**config.mk**
```make
export PLATFORM = sky130hd
export DESIGN_NAME = ras_ctrl
export DESIGN_NICKNAME = d
export VERILOG_FILES = /design/src/rtl/ras_pkg.sv /design/src/rtl/ras_sat_cnt.sv /design/src/rtl/ras_ctrl.sv
export SDC_FILE = /design/constraint.sdc
export NUM_CORES = 1
export LEC_CHECK = 0
export ABC_AREA = 1
export CAP_MARGIN = 5
export CELL_PAD_IN_SITES_DETAIL_PLACEMENT = 1
export CELL_PAD_IN_SITES_GLOBAL_PLACEMENT = 2
export CORE_MARGIN = 5
export CORE_UTILIZATION = 28
export CTS_CLUSTER_SIZE = 8
export DETAILED_ROUTE_END_ITERATION = 8
export GPL_ROUTABILITY_DRIVEN = 0
export PLACE_DENSITY_LB_ADDON = 0.1
export SLEW_MARGIN = 30
export SYNTH_ARGS = -nofsm -noshare
export SYNTH_HDL_FRONTEND = slang
export SYNTH_SLANG_ARGS = --single-unit
```
**constraint.sdc**
```tcl
create_clock -name clk -period 6.3 [get_ports clk]
set_input_delay 1.89 -clock clk [delete_from_list [all_inputs] [get_ports clk]]
set_output_delay 1.89 -clock clk [all_outputs]
set_load 0.01 [all_outputs]
```
**src/rtl/ras_pkg.sv**
```systemverilog
// Shared defaults and state encoding for the return-address-stack controller.
package ras_pkg;

  localparam int RAS_DEPTH       = 16;
  localparam int RAS_ADDR_W      = 32;
  localparam int RAS_INSTR_BYTES = 4;
  localparam int OVF_W           = 8;

  typedef enum logic [1:0] {
    ST_IDLE  = 2'd0,
    ST_SWAP  = 2'd1,
    ST_DRAIN = 2'd2
  } ras_state_t;

endpackage

```
**src/rtl/ras_sat_cnt.sv**
```systemverilog
// Saturating event counter: increments on inc, sticks at all-ones.
module sat_cnt #(
  parameter int W = 8
) (
  input  logic         clk,
  input  logic         reset,
  input  logic         inc,
  output logic [W-1:0] count
);

  function automatic logic [W-1:0] sat_inc(input logic [W-1:0] v);
    return (&v) ? v : v + W'(1);
  endfunction

  // Count events; value is only cleared by reset.
  always_ff @(posedge clk or posedge reset) begin
    if (reset) begin
      count <= '0;
    end else if (inc) begin
      count <= sat_inc(count);
    end
  end

endmodule

```
**src/rtl/ras_ctrl.sv**
```systemverilog
// Return-address-stack controller: turns call/return events into registered
// push/pop strobes for an external stack, predicts return targets, tracks
// occupancy, and drains the stack on flush.
import ras_pkg::*;

module ras_ctrl #(
  parameter int DEPTH       = RAS_DEPTH,
  parameter int ADDR_W      = RAS_ADDR_W,
  parameter int INSTR_BYTES = RAS_INSTR_BYTES
) (
  input  logic                       clk,
  input  logic                       reset,
  input  logic                       ev_valid,
  output logic                       ev_ready,
  input  logic                       ev_call,
  input  logic                       ev_ret,
  input  logic [ADDR_W-1:0]          ev_pc,
  input  logic                       flush,
  output logic                       flush_done,
  output logic                       stk_push,
  output logic                       stk_pop,
  output logic [ADDR_W-1:0]          stk_addr,
  input  logic [ADDR_W-1:0]          stk_top,
  output logic                       pred_valid,
  output logic [ADDR_W-1:0]          pred_target,
  output logic [$clog2(DEPTH):0]     depth,
  output logic [OVF_W-1:0]           ovf_cnt
);

  localparam int DW = $clog2(DEPTH) + 1;

  ras_state_t        state;
  logic              flush_pend;
  logic [ADDR_W-1:0] swap_addr;
  logic              accept;
  logic              full;
  logic              empty;
  logic              ovf_inc;
  logic [ADDR_W-1:0] ret_addr;

  // Events are only taken in IDLE, and a pending flush blocks them.
  assign ev_ready = (state == ST_IDLE) && !flush_pend;
  assign accept   = ev_valid && ev_ready;
  assign full     = (depth == DW'(DEPTH));
  assign empty    = (depth == '0);
  assign ret_addr = ev_pc + ADDR_W'(INSTR_BYTES);

  // Dropped calls (stack full) and returns that find the stack empty.
  assign ovf_inc  = accept && ((ev_call && !ev_ret && full) || (ev_ret && empty));

  sat_cnt #(.W(OVF_W)) u_ovf_cnt (
    .clk   (clk),
    .reset (reset),
    .inc   (ovf_inc),
    .count (ovf_cnt)
  );

  // Controller FSM with registered strobes, prediction and occupancy.
  always_ff @(posedge clk or posedge reset) begin
    if (reset) begin
      state       <= ST_IDLE;
      flush_pend  <= 1'b0;
      depth       <= '0;
      swap_addr   <= '0;
      stk_push    <= 1'b0;
      stk_pop     <= 1'b0;
      stk_addr    <= '0;
      pred_valid  <= 1'b0;
      pred_target <= '0;
      flush_done  <= 1'b0;
    end else begin
      stk_push   <= 1'b0;
      stk_pop    <= 1'b0;
      pred_valid <= 1'b0;
      flush_done <= 1'b0;
      case (state)
        ST_IDLE: begin
          if (flush_pend) begin
            // A flush arriving this same cycle is folded into this drain.
            flush_pend <= 1'b0;
            state      <= ST_DRAIN;
          end else begin
            if (flush) begin
              flush_pend <= 1'b1;
            end
            if (accept) begin
              // Any return with a non-empty stack pops and predicts.
              if (ev_ret && !empty) begin
                stk_pop     <= 1'b1;
                pred_valid  <= 1'b1;
                pred_target <= stk_top;
              end
              if (ev_call && ev_ret) begin
                // Push is deferred one cycle so it never collides with the pop.
                swap_addr <= ret_addr;
                state     <= ST_SWAP;
                if (!empty) begin
                  depth <= depth - DW'(1);
                end
              end else if (ev_call) begin
                if (!full) begin
                  stk_push <= 1'b1;
                  stk_addr <= ret_addr;
                  depth    <= depth + DW'(1);
                end
              end else if (ev_ret && !empty) begin
                depth <= depth - DW'(1);
              end
            end
          end
        end
        ST_SWAP: begin
          // The pop freed a slot (or the stack was empty), so the push always fits.
          stk_push <= 1'b1;
          stk_addr <= swap_addr;
          depth    <= depth + DW'(1);
          state    <= ST_IDLE;
          if (flush) begin
            flush_pend <= 1'b1;
          end
        end
        ST_DRAIN: begin
          // Further flush requests are absorbed while draining.
          if (!empty) begin
            stk_pop <= 1'b1;
            depth   <= depth - DW'(1);
          end else begin
            flush_done <= 1'b1;
            state      <= ST_IDLE;
          end
        end
        default: begin
          state <= ST_IDLE;
        end
      endcase
    end
  end

endmodule

```
==> results of run 1 <==
-- logic make-up (layout without fill, tap and decap cells) --
logic type / count (synthesis) / count (layout) / synth area share, %
AND/OR/NAND/NOR: 594 / 594 / 39.1
AO/OA/AOI/OAI: 55 / 55 / 5.23
buffers and inverters: 84 / 244 / 5.92
adder cells (fa/ha/maj): 8 / 8 / 1.58
XOR/XNOR: 16 / 16 / 2.22
flip-flops: 116 / 116 / 45.9
-- routing by layer --
metal	track usage [%]	up-vias	wire length, um
li1	-	3024	-
met1	22.7	2754	10200
met2	26.2	124	9310
met3	3.25	22	818
met4	4.61	0	295
met5	0	-	0
-- area by class of cell --
cell class | count | area (sq um) | area share, %
Inverter | 58 | 225 | 2.59
Clock buffer | 19 | 453 | 5.21
Timing Repair Buffer | 154 | 1550 | 17.8
Sequential cell | 116 | 2900 | 33.4
Clock inverter | 13 | 171 | 1.97
Tap cell | 285 | 357 | 4.10
Multi-Input combinational cell | 673 | 3040 | 35.0
-- synth_stat cells (6+ instances only) --
cell      count  area [sq um]
dfrtp_1     116          2900
nor2_2       22           138
a31oi_1      13          81.3
clkbuf_1      8          30.0
nor2_1       96           360
inv_2         7          26.3
o21ai_1      11          55.1
buf_2        12          60.1
ha_1          8           100
nand3_1      65           325
nor2_4        6          67.6
nand2_1     386          1450
xor2_1        9          78.8
inv_1        49           184
o21ai_0      23           115
nand4_1       6          37.5
xnor2_1       7          61.3
-- worst max-delay path, stage by stage, from the launching register on --
cell             delay, ns
dfrtp_1               0.42
inv_1                 0.11
ha_1                  0.26
inv_2                 0.10
nor2_4                0.16
clkdlybuf4s50_1       0.57
-- report_power, final --
part	switching, mW	internal [mW]
Clock	0.383	0.650
Sequential	0.203	1.08
Combinational	0.922	0.753
Total	1.51	2.48
-- state kept, by name, indices dropped and copies added (netlist names) --
| signal | count |
|---|---|
| pred_target | 32 |
| swap_addr | 32 |
| stk_push | 1 |
| pred_valid | 1 |
| flush_pend | 1 |
| state | 2 |
| u_ovf_cnt.count | 8 |
| depth | 5 |
| stk_pop | 1 |
| flush_done | 1 |
| stk_addr | 32 |
-- worst max-delay path by stage --
stage / from / endpoint / slack (ns) / cells after the start
2_1_floorplan: reset / depth[0] / 1.34 / 1
3_3_place_gp: ev_valid / pred_target[16] / 2.20 / 6
3_5_place_dp: ev_valid / pred_target[30] / 2.12 / 6
4_1_cts: state[0] / ev_ready / 2.32 / 5
5_1_grt: state[0] / ev_ready / 2.23 / 5
6_report: state[0] / ev_ready / 2.38 / 5
-- metrics by stage --
step           instances  power [mW]  hold slack, ns  utilization [%]
2_1_floorplan        873        2.24           0.450                -
3_3_place_gp        1286        2.99           0.454             36.0
3_5_place_dp        1286        3.01           0.460             36.0
4_1_cts             1318        4.07           0.475             38.8
5_1_grt             1318        4.31           0.490             38.8
6_report            1318        3.99           0.471             38.8
==> impl_metrics.ini, run 1 <==
[final_layout]
diodes = 0
layout-drive-gt1-share_pct = 8.03
n_fill_cell = 2743
finalNetCount = 1098
syn_to_final_growth_pct = 37.6
finalInstanceArea_sq_mm = 0.00870
final_cell_mix = 386 x nand2_1, 151 x clkdlybuf4s50_1, 116 x dfrtp_1
final_common_cell = nand2_1

[critical_path]
r2r_cells = 8
start_kind = register
cp_max_fo = 4
reg2reg_setup_slack_ns = 3.53
timing.rr.end = stk_addr[31]
criticalPathCategory = reg -> out
r2r-start = state[1]
crit_arrival_ns = 2.03
end_kind = output port
critical_path_required_ns = 4.41

[clock_tree]
cts_sinks = 116
clk_path_buf_depth = 2
clk_pin_slew_worst_paths_ns = 0.06
numCtsBuffers = 17
holdBufCountCts = 0
cts_tree = done
cts_resized = 0
root_buffer = clkbuf_16
clock_latency_ns = 0.42
cts_max_level = 4
postCtsSetupBuffers = 0

[global_route]
grt.total_usage_pct = 16.4
grt_pass1_wl_um = 33900
overflow = 0
grt_max_degree = 76
antenna_found_initial = 0
grt_pass1_vias = 6181

[synth]
yosys_warnings = 0
synth_edf_count = 0
synthArstFlopShare_pct = 100
synth_seq_cells = 116
syn-instance-count = 873
synth_nets = 951
synth_cell_types = 33
synth.yosys.seq_area_share_pct = 45.9
ys.flop_type = dfrtp_1
syn_area_per_cell_sq_um = 7.24
synthesis.area_sq_mm = 0.00632

[placed_design]
post-dp-hpwl_um = 15200
io_buffer_count = 151
post-place-ws_ns = 2.12
placed_area_sq_mm = 0.00807

[floorplan]
io-pin-count = 152
initial_utilization_pct = 28.2
dieArea_sq_mm = 0.0257
rows = 55
core_area_sq_mm = 0.0224
die_h_um = 160
die-width_um = 160

[sta]
setup_ws_ns = 2.38
tns_ns = 0
timing.final.crit_period_ns = 3.92
fin_crit_sh_pct = 62.2
fin_skew_ns = 0.0116
finalHoldViolations = 0
relSlewSlack_pct = 44.9
max_freq_mhz = 255
maxSlewViolCount = 0
grt_setup_unrepaired = no
setup_viol = 0
tightestPinTransition_ns = 0.822

[worst_hold_path]
hold_path_end = pred_target[1]
hold_path_depth = 2
hold_path_class = reg -> reg
min_from = pred_target[1]

[drt]
num_vias = 5924
route.detailed.drc = 0
drt_iter0_drc = 268
wl_per_cell_um = 15.6
ant_nets = 0
drt_wl_total_um = 20600
firstDrtPassIters = 4
vias_per_cell = 4.49

[power]
ir_drop_v = 0.000162
p_leak_nw = 4.18
power_density_mw_per_mm2 = 458

[job]
maxCapViolations = 0

[run_status]
status = completed
Power figures use the tool's default switching activity.
==> inputs of run 2 (changes only) <==
==> constraint.sdc (replaced) <==
create_clock -name clk -period 3.8 [get_ports clk]
set_input_delay 1.14 -clock clk [delete_from_list [all_inputs] [get_ports clk]]
set_output_delay 1.14 -clock clk [all_outputs]
set_load 0.01 [all_outputs]
==> impl_metrics.ini, run 2 (synthesis gave the netlist of run 1 again) <==
[run_status]
status = completed

[critical_path]
critical_path_required_ns = 2.66
cp_max_fo = 4
r2r-start = depth[0]
criticalPathCategory = reg -> out
end_kind = output port
timing.rr.end = stk_addr[30]
start_kind = register
r2r_cells = 12
critPathCapture = ev_ready
reg2reg_setup_slack_ns = 1.48
crit_path_start = state[0]
crit_arrival_ns = 2.02

[floorplan]
core_area_sq_mm = 0.0224
die_h_um = 160
initial_utilization_pct = 28.2
die-width_um = 160
dieArea_sq_mm = 0.0257
io-pin-count = 152
rows = 55

[sta]
fin_crit_sh_pct = 83.2
timing.final.crit_period_ns = 3.16
grt_setup_unrepaired = no
relSlewSlack_pct = 53.9
fin_skew_ns = 0.00790
max_freq_mhz = 316
setup_viol = 0
tightestPinTransition_ns = 0.692
maxSlewViolCount = 0
finalHoldViolations = 0
tns_ns = 0

[clock_tree]
cts_tree = done
root_buffer = clkbuf_16
cts_resized = 0
cts_sinks = 116
clock_latency_ns = 0.42
holdBufCountCts = 0
clk_pin_slew_worst_paths_ns = 0.06
clk_path_buf_depth = 2
cts_max_level = 4
postCtsSetupBuffers = 0
numCtsBuffers = 17

[final_layout]
reg.largest.list = pred_target x32, stk_addr x32, swap_addr x32
diodes = 0
final_cell_mix = 386 x nand2_1, 151 x clkdlybuf4s50_1, 116 x dfrtp_1
finalNetCount = 1102
finalInstanceArea_sq_mm = 0.00874
layout-drive-gt1-share_pct = 8.20
final_common_cell = nand2_1
syn_to_final_growth_pct = 38.2

[drt]
drt_iter0_drc = 227
num_vias = 6011
firstDrtPassIters = 4
vias_per_cell = 4.55
wl_per_cell_um = 15.8
ant_nets = 0
drt_wl_total_um = 20900
route.detailed.drc = 0

[power]
ir_drop_v = 0.000242
power_density_mw_per_mm2 = 766
p_leak_nw = 4.19

[global_route]
overflow = 0
grt_pass1_wl_um = 34300
antenna_found_initial = 0
grt_pass1_vias = 6288
grt.total_usage_pct = 16.6
grt_max_degree = 117

[job]
maxCapViolations = 0

[placed_design]
io_buffer_count = 151
placed_area_sq_mm = 0.00812
post-dp-hpwl_um = 15300

[worst_hold_path]
hold_path_class = reg -> reg
-- run 2: changes by cell type in the layout (fill, tap and decap cells not counted), moves of 2 or more --
cell,change
buf_4,+3
clkinv_4,-2
clkinvlp_4,+2
inv_6,-3
-- run 2: per-layer routing --
metal	vias up	part of all wire (%)	GRT usage [%]	routed length, um
met3	20	3.4	3.10	717
met2	117	46	26.9	9530
met1	2847	50	22.8	10400
met5	-	0	0	0
li1	3027	-	-	-
met4	0	1.2	4.61	252
-- run 2: where the power goes --
| group | switching, mW | leakage, nW | internal (mW) |
|---|---|---|---|
| Combinational | 1.54 | 2.45 | 1.27 |
| Sequential | 0.343 | 1.45 | 1.79 |
| Clock | 0.632 | 0.296 | 1.11 |
| Total | 2.52 | 4.19 | 4.17 |
-- run 2: worst min path at each step --
| stage | startpoint | depth (start not counted) | slack, ns | end |
|---|---|---|---|---|
| global route | pred_target[4] | 2 | 0.48 | pred_target[4] |
| floorplan | swap_addr[19] | 2 | 0.45 | swap_addr[19] |
| finish | pred_target[18] | 2 | 0.47 | pred_target[18] |
| detailed placement | pred_target[18] | 2 | 0.46 | pred_target[18] |
| global placement | pred_target[6] | 2 | 0.45 | pred_target[6] |
| CTS | pred_target[18] | 2 | 0.47 | pred_target[18] |
-- run 2: cell type report --
cell class              instances  area (sq um)
clock buffers                  19           443
repair buffers                158          1590
flip-flops and latches        116          2900
fillers                      2776         13700
clock inverters                12           179
inverters                      58           224
well taps                     285           357
multi-input cells             673          3040
-- run 2: critical path, stage by stage (launching register included) --
cell	delay (ns)
dfrtp_1	0.42
inv_1	0.10
ha_1	0.25
inv_2	0.09
nor2_4	0.16
clkdlybuf4s50_1	0.59
-- run 2: per-stage QoR --
step	instances	hold slack, ns	utilization (%)	total power, mW	worst slack [ns]
floorplan	873	0.450	-	3.71	1.25
global placement	1290	0.453	36.2	4.99	0.618
detailed placement	1290	0.458	36.2	5.02	0.586
CTS	1321	0.473	38.9	6.82	0.582
global route	1321	0.484	38.9	7.23	0.524
finish	1321	0.467	38.9	6.69	0.640
